File: config.mk
export PLATFORM = sky130hd
export DESIGN_NAME = bram_stream_reader
export DESIGN_NICKNAME = d
export VERILOG_FILES = /design/src/rtl/bram_stream_reader_pkg.sv /design/src/rtl/bram_stream_out_reg.sv /design/src/rtl/bram_stream_reader.sv
export SDC_FILE = /design/constraint.sdc
export NUM_CORES = 1
export LEC_CHECK = 0
export CAP_MARGIN = 20
export CORE_MARGIN = 2
export CORE_UTILIZATION = 50
export CTS_BUF_LIST = sky130_fd_sc_hd__clkbuf_4 sky130_fd_sc_hd__clkbuf_8
export DETAILED_ROUTE_END_ITERATION = 10
export PLACE_DENSITY = 0.93
export SETUP_SLACK_MARGIN = 0.05
export SLEW_MARGIN = 0
export SYNTH_ARGS = -nofsm -noshare
export SYNTH_HDL_FRONTEND = slang
export SYNTH_SLANG_ARGS = --single-unit
export TNS_END_PERCENT = 100
File: constraint.sdc
create_clock -name clk -period 3.9 [get_ports clk]
set_input_delay 0.585 -clock clk [delete_from_list [all_inputs] [get_ports clk]]
set_output_delay 0.585 -clock clk [all_outputs]
set_load 0.02 [all_outputs]
File: src/rtl/bram_stream_reader_pkg.sv
// Shared BRAM geometry and reader state encoding, reused by the BRAM, its
// writer and the stream reader.
package bram_stream_reader_pkg;

   localparam int BRAM_ADDR_W = 10;
   localparam int BRAM_DATA_W = 32;
   localparam int BRAM_DEPTH  = 1024;

   typedef enum logic {
      ST_IDLE = 1'b0,
      ST_RUN  = 1'b1
   } state_t;

endpackage

File: src/rtl/bram_stream_out_reg.sv
// Output holding register of the stream reader: captures a BRAM word on load
// and holds it, with its last flag, until the consumer accepts it.
module bram_stream_out_reg #(
   parameter int DATA_W = 32
) (
   input  logic              clk,
   input  logic              rst,
   input  logic              load,
   input  logic              clear,
   input  logic              last_in,
   input  logic              ready,
   input  logic [DATA_W-1:0] data_in,
   output logic              valid,
   output logic              last,
   output logic [DATA_W-1:0] data
);

   // Holding register; clear (abort or final beat) takes priority over a new load.
   always_ff @(posedge clk or posedge rst) begin
      if (rst) begin
         valid <= 1'b0;
         last  <= 1'b0;
         data  <= {DATA_W{1'b0}};
      end else if (clear) begin
         valid <= 1'b0;
         last  <= 1'b0;
      end else if (load) begin
         valid <= 1'b1;
         last  <= last_in;
         data  <= data_in;
      end else if (valid && ready) begin
         valid <= 1'b0;
      end else begin
         valid <= valid;
      end
   end

endmodule

File: src/rtl/bram_stream_reader.sv
// Read-side engine for the block RAM: walks a wrapping address range on start
// and streams each word out on a valid/ready interface with backpressure.
module bram_stream_reader #(
   parameter int ADDR_W = bram_stream_reader_pkg::BRAM_ADDR_W,
   parameter int DATA_W = bram_stream_reader_pkg::BRAM_DATA_W
) (
   input  logic              clk,
   input  logic              rst,
   input  logic              start,
   input  logic [ADDR_W-1:0] start_addr,
   input  logic [ADDR_W:0]   length,
   input  logic              abort,
   output logic [ADDR_W-1:0] mem_addr,
   input  logic [DATA_W-1:0] mem_dout,
   output logic              m_valid,
   output logic [DATA_W-1:0] m_data,
   output logic              m_last,
   input  logic              m_ready,
   output logic              busy,
   output logic              done
);

   import bram_stream_reader_pkg::*;

   state_t            state;
   state_t            state_nx;
   logic [ADDR_W-1:0] mem_addr_nx;
   logic [ADDR_W:0]   remaining;
   logic [ADDR_W:0]   remaining_nx;
   logic              done_nx;
   logic              load;
   logic              clear;
   logic              final_beat;

   assign final_beat = m_valid && m_ready && m_last;
   assign load  = (state == ST_RUN) && !abort && (remaining != {(ADDR_W+1){1'b0}})
                  && (!m_valid || m_ready);
   assign clear = (state == ST_RUN) && (abort || final_beat);
   assign busy  = (state == ST_RUN);

   // Next-state, address counter and word countdown.
   always_comb begin
      state_nx     = state;
      mem_addr_nx  = mem_addr;
      remaining_nx = remaining;
      done_nx      = 1'b0;
      case (state)
         ST_IDLE: begin
            // abort beats a simultaneous start; a zero-length start only pulses done
            if (start && !abort) begin
               if (length != {(ADDR_W+1){1'b0}}) begin
                  state_nx     = ST_RUN;
                  mem_addr_nx  = start_addr;
                  remaining_nx = length;
               end else begin
                  done_nx = 1'b1;
               end
            end else begin
               state_nx = ST_IDLE;
            end
         end
         ST_RUN: begin
            if (abort) begin
               state_nx     = ST_IDLE;
               remaining_nx = {(ADDR_W+1){1'b0}};
            end else if (final_beat) begin
               state_nx = ST_IDLE;
               done_nx  = 1'b1;
            end else if (load) begin
               mem_addr_nx  = mem_addr + {{(ADDR_W-1){1'b0}}, 1'b1};
               remaining_nx = remaining - {{ADDR_W{1'b0}}, 1'b1};
            end else begin
               state_nx = ST_RUN;
            end
         end
         default: begin
            state_nx     = ST_IDLE;
            remaining_nx = {(ADDR_W+1){1'b0}};
         end
      endcase
   end

   // Control state registers.
   always_ff @(posedge clk or posedge rst) begin
      if (rst) begin
         state     <= ST_IDLE;
         mem_addr  <= {ADDR_W{1'b0}};
         remaining <= {(ADDR_W+1){1'b0}};
         done      <= 1'b0;
      end else begin
         state     <= state_nx;
         mem_addr  <= mem_addr_nx;
         remaining <= remaining_nx;
         done      <= done_nx;
      end
   end

   bram_stream_out_reg #(
      .DATA_W (DATA_W)
   ) u_out_reg (
      .clk     (clk),
      .rst     (rst),
      .load    (load),
      .clear   (clear),
      .last_in (remaining == {{ADDR_W{1'b0}}, 1'b1}),
      .ready   (m_ready),
      .data_in (mem_dout),
      .valid   (m_valid),
      .last    (m_last),
      .data    (m_data)
   );

endmodule

==> reports/results.txt, run 1 <==
Site Rows -> 27
P&R area growth vs syn -> 43.0%
Ports -> 104
Clock Pin Slew Worst Setup and Hold Paths -> 70 ps
Post-CTS Resized -> 0
Async SR Flop Fraction -> 1.00
Final Slew Violations -> 0
Fin crit share -> 0.652
VDD IR max -> 0.000438 V
Worst-Margin Slew -> 771 ps
Post-synth EDFFs -> 0
Initial DRC Count -> 283
Sw power -> 1.21 mW
Die W -> 79.8 microns
Placer congestion estimate -> 0.880
Antenna violations before repair -> 0
Register area -> 0.00143 sq mm
Sequential power share -> 0.355
Setup crit end kind -> flip-flop
Netlist cell types -> 53
WP data arrival -> 2730 ps
Avg Cell Area, Syn -> 11.2 sq um
Multi-input gate area -> 0.00132 sq mm
RSZ-0062 raised after global routing -> no
Switch share -> 0.392
Detail Route Antenna Nets -> 0
Top-count cell post-synth -> dfrtp_1
#FFs+latches synth -> 57
Grt ovf -> 0
Hold Path Class -> flip-flop to flip-flop
Dpl hpwl -> 5470 microns
Fin crit period -> 2540 ps
Area share of the largest cell type after synthesis -> 0.496
Comb power frac -> 0.488
Vias/cell -> 5.84
Hold path depth -> 1
Largest net degree at the start of global routing -> 38
DR pass1 iterations -> 4
Syn Std Cell Area -> 0.00287 sq mm
Warnings from Yosys -> 0
First-pass GRT wire length -> 12000 microns
Slew headroom -> 0.485
CTS max path bufs -> 2
Clk sinks -> 57
CP Class -> input pin to flip-flop
R2R cell count -> 6
Worst flop-to-flop path endpoint -> u_out_reg.data[2]
Max Cap Viol -> 0
Root Driver -> clkbuf_8
Internal power -> 1.87 mW
IO buf count -> 103
# setup viols final -> 0
Vias -> 2562
Wirelength per Cell -> 17.2 microns
Hold path start -> u_out_reg.data[5]
Fillers -> 407
Commonest cells in the netlist -> dfrtp_1, mux2_2, a21oi_1
Worst setup SP type -> input pin
Setup Fix Bufs, Post-CTS -> 0
Static leakage -> 1.67 nW
Synth area leaders -> dfrtp_1, mux2_2, a21oi_1
Post-route DRC -> 0
Cts hold-fix bufs -> 0
F_max -> 0.393 GHz
Post-synthesis sequential area ratio -> 0.496
Layout Skew -> 8.99 ps
Total Wirelength -> 7550 microns
Post-synth top area cell -> dfrtp_1
Num CTS Buffers -> 9
Syn Nets -> 318
Share of cells above drive strength 1 -> 0.158
Die height -> 79.8 microns
Clk Latency, worst-skew pair -> 320 ps
Net count, final -> 425
Outcome -> completed
Core Area -> 0.00554 sq mm
GRT Util Overall -> 0.245
WHS Endpoint -> u_out_reg.data[5]
WP data required -> 4090 ps
Dominant synthesized flop cell -> dfrtp_1
Post-Synthesis Cells -> 257
# diodes -> 0
Final Hold Fails -> 0
Crit-path max FO -> 13
Critical R2R Launch -> remaining[1]
Flop-to-flop setup slack -> 1690 ps
Clock power share -> 0.157
PwrDens -> 749 mW/mm^2
CTS tree -> yes
Die ar. -> 0.00637 sq mm
Vias in the first global route -> 2625
Initial Util -> 0.519
H-tree levels -> 3
Post-route cell area -> 0.00411 sq mm
TNS Setup -> 0 ps
Area after DPL -> 0.00393 sq mm
[through the flow]
| stage | power (mW) | setup WS (ps) | std cells | util | hold slack [ps] |
|---|---|---|---|---|---|
| 2_1_floorplan | 1.95 | 1920 | 257 | - | 532 |
| 3_3_place_gp | 2.55 | 1150 | 424 | 0.710 | 486 |
| 3_5_place_dp | 2.60 | 989 | 424 | 0.710 | 492 |
| 4_1_cts | 3.09 | 1320 | 438 | 0.740 | 507 |
| 5_1_grt | 3.25 | 1290 | 439 | 0.742 | 516 |
| 6_report | 3.08 | 1360 | 439 | 0.742 | 504 |
[worst max path at each step]
stage / cells after the start / end / start / slack, ps
floorplan: 1 / busy / rst / 1920
global placement: 6 / mem_addr[0] / length[6] / 1150
detailed placement: 6 / mem_addr[0] / length[6] / 990
CTS: 6 / mem_addr[0] / length[6] / 1320
global route: 7 / remaining[6] / length[6] / 1290
finish: 7 / remaining[6] / length[6] / 1360
[worst max-delay path, stage by stage]
cell and delay [ps]:
clkdlybuf4s50_1 450, nor4_1 690, nand3_1 240, a21oi_1 190
buf_4 210, a21o_1 220, o21ai_0 140
[registers in the layout, indices dropped and copies added, names as in the netlist]
signal           flops
busy                 1
done                 1
mem_addr            10
remaining           11
u_out_reg.data      32
u_out_reg.last       1
u_out_reg.valid      1
[logic make-up after synthesis]
family,share of synthesized area
adders and majority gates,0.0131
and+or+nand+nor,0.144
DFF,0.496
AOI/OAI and AO/OA,0.155
muxes,0.129
xor gates and xnor gates,0.0183
buffers and inverters,0.0440
[placed cells by master (no fill, tap or decap), types with 4 or more instances in the layout]
cell	n
o22ai_1	10
mux2_2	32
a21oi_1	18
buf_4	5
clkdlybuf4s50_1	103
nand3_1	11
o21ai_0	11
clkbuf_8	11
dfrtp_1	57
nand2_1	15
a22oi_1	4
a31oi_1	6
nor3_1	4
inv_1	8
nor2_1	17
[metal layers]
layer  global-route usage  vias to the layer above  share of wire
met2                0.405                      125           0.50
li1                     -                     1165              -
met4                0.127                        0          0.026
met3               0.0566                       26          0.077
met1                0.299                     1246           0.39
met5                    0                        -              0
[power by group through the flow]
| stage | Clock (mW) | Combinational, mW | Sequential [mW] |
|---|---|---|---|
| after global placement | 0 | 1.47 | 1.08 |
| after global routing | 0.516 | 1.61 | 1.13 |
| after CTS | 0.491 | 1.51 | 1.09 |
| final | 0.482 | 1.50 | 1.09 |
| after detailed placement | 0 | 1.50 | 1.10 |
| after floorplan | 0 | 0.617 | 1.33 |
[layout make-up]
| class | instances | share of cell area |
|---|---|---|
| multi-input cells | 179 | 0.322 |
| repair buffers | 108 | 0.260 |
| flip-flops and latches | 57 | 0.347 |
| clock buffers | 11 | 0.0368 |
| well taps | 72 | 0.0219 |
| clock inverters | 3 | 0.00426 |
| inverters | 9 | 0.00822 |
Power figures use the tool's default switching activity.
==> inputs of run 2 (changes only) <==
CORE_UTILIZATION = 46   (was 50)
PLACE_DENSITY = 0.87   (was 0.93)
clock period = 2.7 ns   (was 3.9 ns; I/O delays follow)
==> reports/results.txt, run 2 (synthesis results as in run 1) <==
Outcome -> completed
CP max stage cell -> nor4_1
Switch share -> 0.377 (-0.0143)
Initial DRC Count -> 265 (-6.4%)
Hold Path Class -> input pin to asynchronous set/reset pin
Clk Latency, worst-skew pair -> 330 ps (about the same)
F_max -> 0.446 GHz
Static leakage -> 1.71 nW (+2.8%)
# diodes -> 0 (unchanged)
Setup Fix Bufs, Post-CTS -> 0 (unchanged)
Placer congestion estimate -> 0.923 (+4.9%)
Root Driver -> clkbuf_8
Most frequent cells in the layout -> clkdlybuf4s50_1, dfrtp_1, mux2_2, a21oi_1, nor2_1
Internal power -> 2.91 mW (+55%)
WP data required -> 2880 ps (-1210 ps)
Crit path largest cell delay -> 550 ps (-140 ps)
Die ar. -> 0.00690 sq mm (+8.3%)
Die height -> 83.0 microns (+4.0%)
Fillers -> 430 (+5.7%)
CP Class -> input pin to flip-flop
Initial Util -> 0.480 (-0.0390)
Crit-path max FO -> 11 (-2)
CTS max path bufs -> 2 (unchanged)
VDD IR max -> 0.000688 V (+57%)
Most common cell after layout, fill and taps aside -> clkdlybuf4s50_1
Max reg flops -> 32 (unchanged)
Slew headroom -> 0.624 (+0.139)
Cts hold-fix bufs -> 0 (unchanged)
Clk sinks -> 57 (unchanged)
IO buf count -> 103 (unchanged)
P&R area growth vs syn -> 46.2%
# setup viols final -> 0 (unchanged)
Worst-Margin Slew -> 558 ps (-212 ps)
Layout Skew -> 8.82 ps (-0.174 ps)
Share of cells above drive strength 1 -> 0.172 (+0.0135)
Reg with most FFs -> u_out_reg.data
Core Area -> 0.00599 sq mm (+8.1%)
Largest net degree at the start of global routing -> 37 (-2.6%)
Dpl hpwl -> 5400 microns (-1.3%)
Final Worst Setup Slack -> 459 ps (-898 ps)
Clock Pin Slew Worst Setup and Hold Paths -> 70 ps (about the same)
Largest registers -> u_out_reg.data (32), remaining (11), mem_addr (10)
Pre-CTS setup slack -> 221 ps (-768 ps)
Fin crit share -> 0.830
H-tree levels -> 3 (unchanged)
Final Slew Violations -> 0 (unchanged)
Worst path bufs/invs -> 2 (unchanged)
TNS Setup -> 0 ps (unchanged)
Vias -> 2579 (+0.66%)
Antenna violations before repair -> 0 (unchanged)
First-pass GRT wire length -> 12400 microns (+2.7%)
Num CTS Buffers -> 9 (unchanged)
Fin crit period -> 2240 ps
Net count, final -> 429 (+0.94%)
Post-CTS Resized -> 0 (unchanged)
Sequential power share -> 0.342 (-0.013)
Grt ovf -> 0 (unchanged)
RSZ-0062 raised after global routing -> no
Max Cap Viol -> 0 (unchanged)
WP data arrival -> 2420 ps (-310 ps)
GRT Util Overall -> 0.219 (-0.0263)
Sw power -> 1.76 mW (+46%)
Post-route DRC -> 0 (unchanged)
Clock power share -> 0.195 (+0.038)
Die W -> 83.0 microns (+4.0%)
DR pass1 iterations -> 7 (+3)
Flop-to-flop setup slack -> 520 ps (-1170 ps)
Total Wirelength -> 7500 microns (-0.66%)
Critical-path cell list -> clkdlybuf4s50_1 > nor4_1 > nand3_1 > a21oi_1 > buf_4 > or3_1 > o221ai_1
Top cell family by delay on the critical path -> simple AND/OR/NAND/NOR gates
Detail Route Antenna Nets -> 0 (unchanged)
Vias in the first global route -> 2707 (+3.1%)
Final Hold Fails -> 0 (unchanged)
Worst setup SP type -> input pin
Wirelength per Cell -> 16.7 microns (-2.7%)
Comb power frac -> 0.463 (-0.025)
Site Rows -> 28 (+3.7%)
PwrDens -> 1110 mW/mm^2 (+48%)
Setup crit end kind -> flip-flop
CTS tree -> yes
Vias/cell -> 5.76 (-1.4%)
Ports -> 104 (unchanged)
-- run 2: cell types whose count changed in the layout (fill, tap and decap cells not counted), sizes merged --
| cell | delta |
|---|---|
| bufinv | +2 |
| buf | +4 |
-- run 2: power groups by stage --
stage / logic, mW / registers (mW) / clock network (mW)
detailed placement: 2.16 / 1.61 / 0
global route: 2.31 / 1.66 / 0.972
finish: 2.16 / 1.60 / 0.911
floorplan: 0.891 / 1.92 / 0
CTS: 2.17 / 1.60 / 0.931
global placement: 2.12 / 1.58 / 0
-- run 2: layout make-up --
type,instances,area (sq um),area share
well taps,75,93.8,0.0223
inverters,9,33.8,0.00804
clock inverters,5,77.6,0.0185
multi-input cells,179,1320,0.314
clock buffers,11,151,0.0360
flip-flops and latches,57,1430,0.339
repair buffers,112,1100,0.261
-- run 2: stage by stage --
stage               std cells  total power [mW]  area [sq um]  utilization  hold WS, ps
global route              448              4.94          4200        0.702          447
detailed placement        432              3.77          3970        0.663          491
CTS                       448              4.70          4200        0.702          427
global placement          432              3.69          3970        0.663          487
floorplan                 257              2.81          2870            -          471
finish                    448              4.67          4200        0.702          414
-- run 2: metal layers --
metal | global-route usage | vias to the layer above | routed length [microns] | part of all wire
met3 | 0.0586 | 19 | 631 | 0.084
met2 | 0.353 | 139 | 3680 | 0.49
li1 | - | 1177 | - | -
met4 | 0.0835 | 0 | 102 | 0.014
met1 | 0.282 | 1244 | 3080 | 0.41
met5 | 0 | - | 0 | 0
-- run 2: worst paths after layout --
kind                                    start                  to  depth (start not counted)
setup reg to reg                 remaining[1]  u_out_reg.data[16]                          6
setup / recovery                    length[5]        remaining[0]                          7
max in group asynchronous                 rst  u_out_reg.data[14]                          3
hold reg to reg            u_out_reg.data[31]  u_out_reg.data[31]                          1
hold / removal                            rst        remaining[3]                          2
min in group clk           u_out_reg.data[31]  u_out_reg.data[31]                          1
==> inputs of run 3 (changes only) <==
clock period = 2.1 ns   (was 2.7 ns; I/O delays follow)
==> reports/results.txt, run 3 (synthesis results as in run 1) <==
Hold Worst Slack -> 334 ps (-80.3 ps)
CP Class -> flip-flop to flip-flop
Total Power -> 6.10 mW (+31%)
Post-route insts no fill -> 470 (+4.9%)
Vias -> 2589 (+0.39%)
Most common cell after layout, fill and taps aside -> clkdlybuf4s50_1
Die W -> 83.0 microns (unchanged)
GR Util met2 -> 0.375 (+0.0220)
Worst setup SP type -> flip-flop
CTS max path bufs -> 2 (unchanged)
WP data arrival -> 2150 ps (-270 ps)
Vias in the first global route -> 2759 (+1.9%)
CP Launch Point -> remaining[1]
Outcome -> completed
Num CTS Buffers -> 9 (unchanged)
Clock Pin Slew Worst Setup and Hold Paths -> 70 ps (about the same)
Largest net degree at the start of global routing -> 26 (-30%)
Clk sinks -> 57 (unchanged)
Worst-Margin Slew -> 473 ps (-85.2 ps)
Fillers -> 419 (-2.6%)
Core Area -> 0.00599 sq mm (unchanged)
VDD IR max -> 0.000915 V (+33%)
RSZ-0062 raised after global routing -> no
H-tree levels -> 3 (unchanged)
Ports -> 104 (unchanged)
# setup viols final -> 0 (unchanged)
Flop-to-flop setup slack -> 150 ps (-370 ps)
Grt ovf -> 0 (unchanged)
Post-route DRC -> 0 (unchanged)
Fin crit period -> 1950 ps
Final Worst Setup Slack -> 153 ps (-306 ps)
Initial Util -> 0.480 (unchanged)
Fin crit share -> 0.927
DR pass1 iterations -> 4 (-3)
Vias/cell -> 5.51 (-4.3%)
Detail Route Antenna Nets -> 0 (unchanged)
Die height -> 83.0 microns (unchanged)
Placed Cells incl. Taps -> 449 (+3.9%)
Total Wirelength -> 7780 microns (+3.7%)
Worst flop-to-flop path endpoint -> u_out_reg.data[20]
Final Hold Fails -> 0 (unchanged)
Pre-CTS setup slack -> -119 ps (-339 ps)
Initial DRC Count -> 209 (-21%)
Reg with most FFs -> u_out_reg.data
Net count, final -> 451 (+5.1%)
First-pass GRT wire length -> 12900 microns (+4.6%)
Layout Skew -> 11.7 ps (+2.86 ps)
F_max -> 0.514 GHz
R2R cell count -> 7 (+1)
Clk Latency, worst-skew pair -> 330 ps (about the same)
Placer congestion estimate -> 0.888 (-3.8%)
Largest registers -> u_out_reg.data (32), remaining (11), mem_addr (10)
Max reg flops -> 32 (unchanged)
Post-route cell area -> 0.00443 sq mm (+5.4%)
Dpl hpwl -> 5810 microns (+7.7%)
GRT Util Overall -> 0.231 (+0.0119)
PwrDens -> 1380 mW/mm^2 (+24%)
Critical R2R Launch -> remaining[1]
Slew headroom -> 0.684 (+0.0598)
Fin util -> 0.739 (+0.0378)
WP data required -> 2310 ps (-570 ps)
P&R area growth vs syn -> 54.1%
Area after DPL -> 0.00414 sq mm (+4.2%)
M3 GR Usage -> 0.0596 (+0.000994)
Site Rows -> 28 (unchanged)
Final Slew Violations -> 0 (unchanged)
IO buf count -> 103 (unchanged)
Static leakage -> 1.88 nW (+9.8%)
Crit-path max FO -> 12 (+1)
Die ar. -> 0.00690 sq mm (unchanged)
# diodes -> 0 (unchanged)
Antenna violations before repair -> 0 (unchanged)
TNS Setup -> 0 ps (unchanged)
Wirelength per Cell -> 16.5 microns (-1.1%)
CTS tree -> yes
Met1 Usage GRT -> 0.295 (+0.0129)
Cts hold-fix bufs -> 0 (unchanged)
GR peak layer -> met2
Setup crit end kind -> flip-flop
Root Driver -> clkbuf_8
Most frequent cells in the layout -> clkdlybuf4s50_1, dfrtp_1, mux2_2, buf_4, a21oi_1
Share of cells above drive strength 1 -> 0.228 (+0.0563)
Max Cap Viol -> 0 (unchanged)
Hold Path Class -> input pin to asynchronous set/reset pin
==> run 3: worst max-delay path: stages (launching register included) <==
cell and delay [ps]:
dfrtp_1 420, inv_1 90, ha_1 200, nor3b_4 300
a32oi_4 180, nand2_8 160, buf_12 150, mux2_2 340
==> run 3: metal layers <==
layer,part of all wire,vias up
li1,-,1220
met4,0.019,0
met2,0.49,101
met1,0.42,1253
met5,0,-
met3,0.070,15
==> run 3: worst max-delay path by stage <==
stage / end / slack (ps) / cells past startpoint
floorplan: u_out_reg.data[0] / 150 / 7
global placement: remaining[0] / -60 / 6
detailed placement: remaining[6] / -120 / 7
CTS: u_out_reg.data[20] / 80 / 7
global route: remaining[6] / 50 / 7
finish: u_out_reg.data[20] / 150 / 7
==> run 3: timing repair <==
action,4_1_cts,5_1_grt
endpoints found under the setup margin,3,42
resized for setup,0,6
setup buffers,1,4
pin swaps,0,2
==> run 3: layout make-up <==
type                    count  area (sq um)  share of cell area
clock buffers              11           151              0.0342
clock inverters             5          53.8              0.0121
inverters                   9          33.8             0.00763
multi-input cells         179          1350               0.305
flip-flops and latches     57          1430               0.322
well taps                  75          93.8              0.0212
repair buffers            134          1320               0.297
==> run 3: power breakdown <==
group	switching, mW	internal [mW]	leakage, nW
sequential	0.449	1.60	0.684
combinational	1.44	1.58	1.09
clock	0.429	0.608	0.109
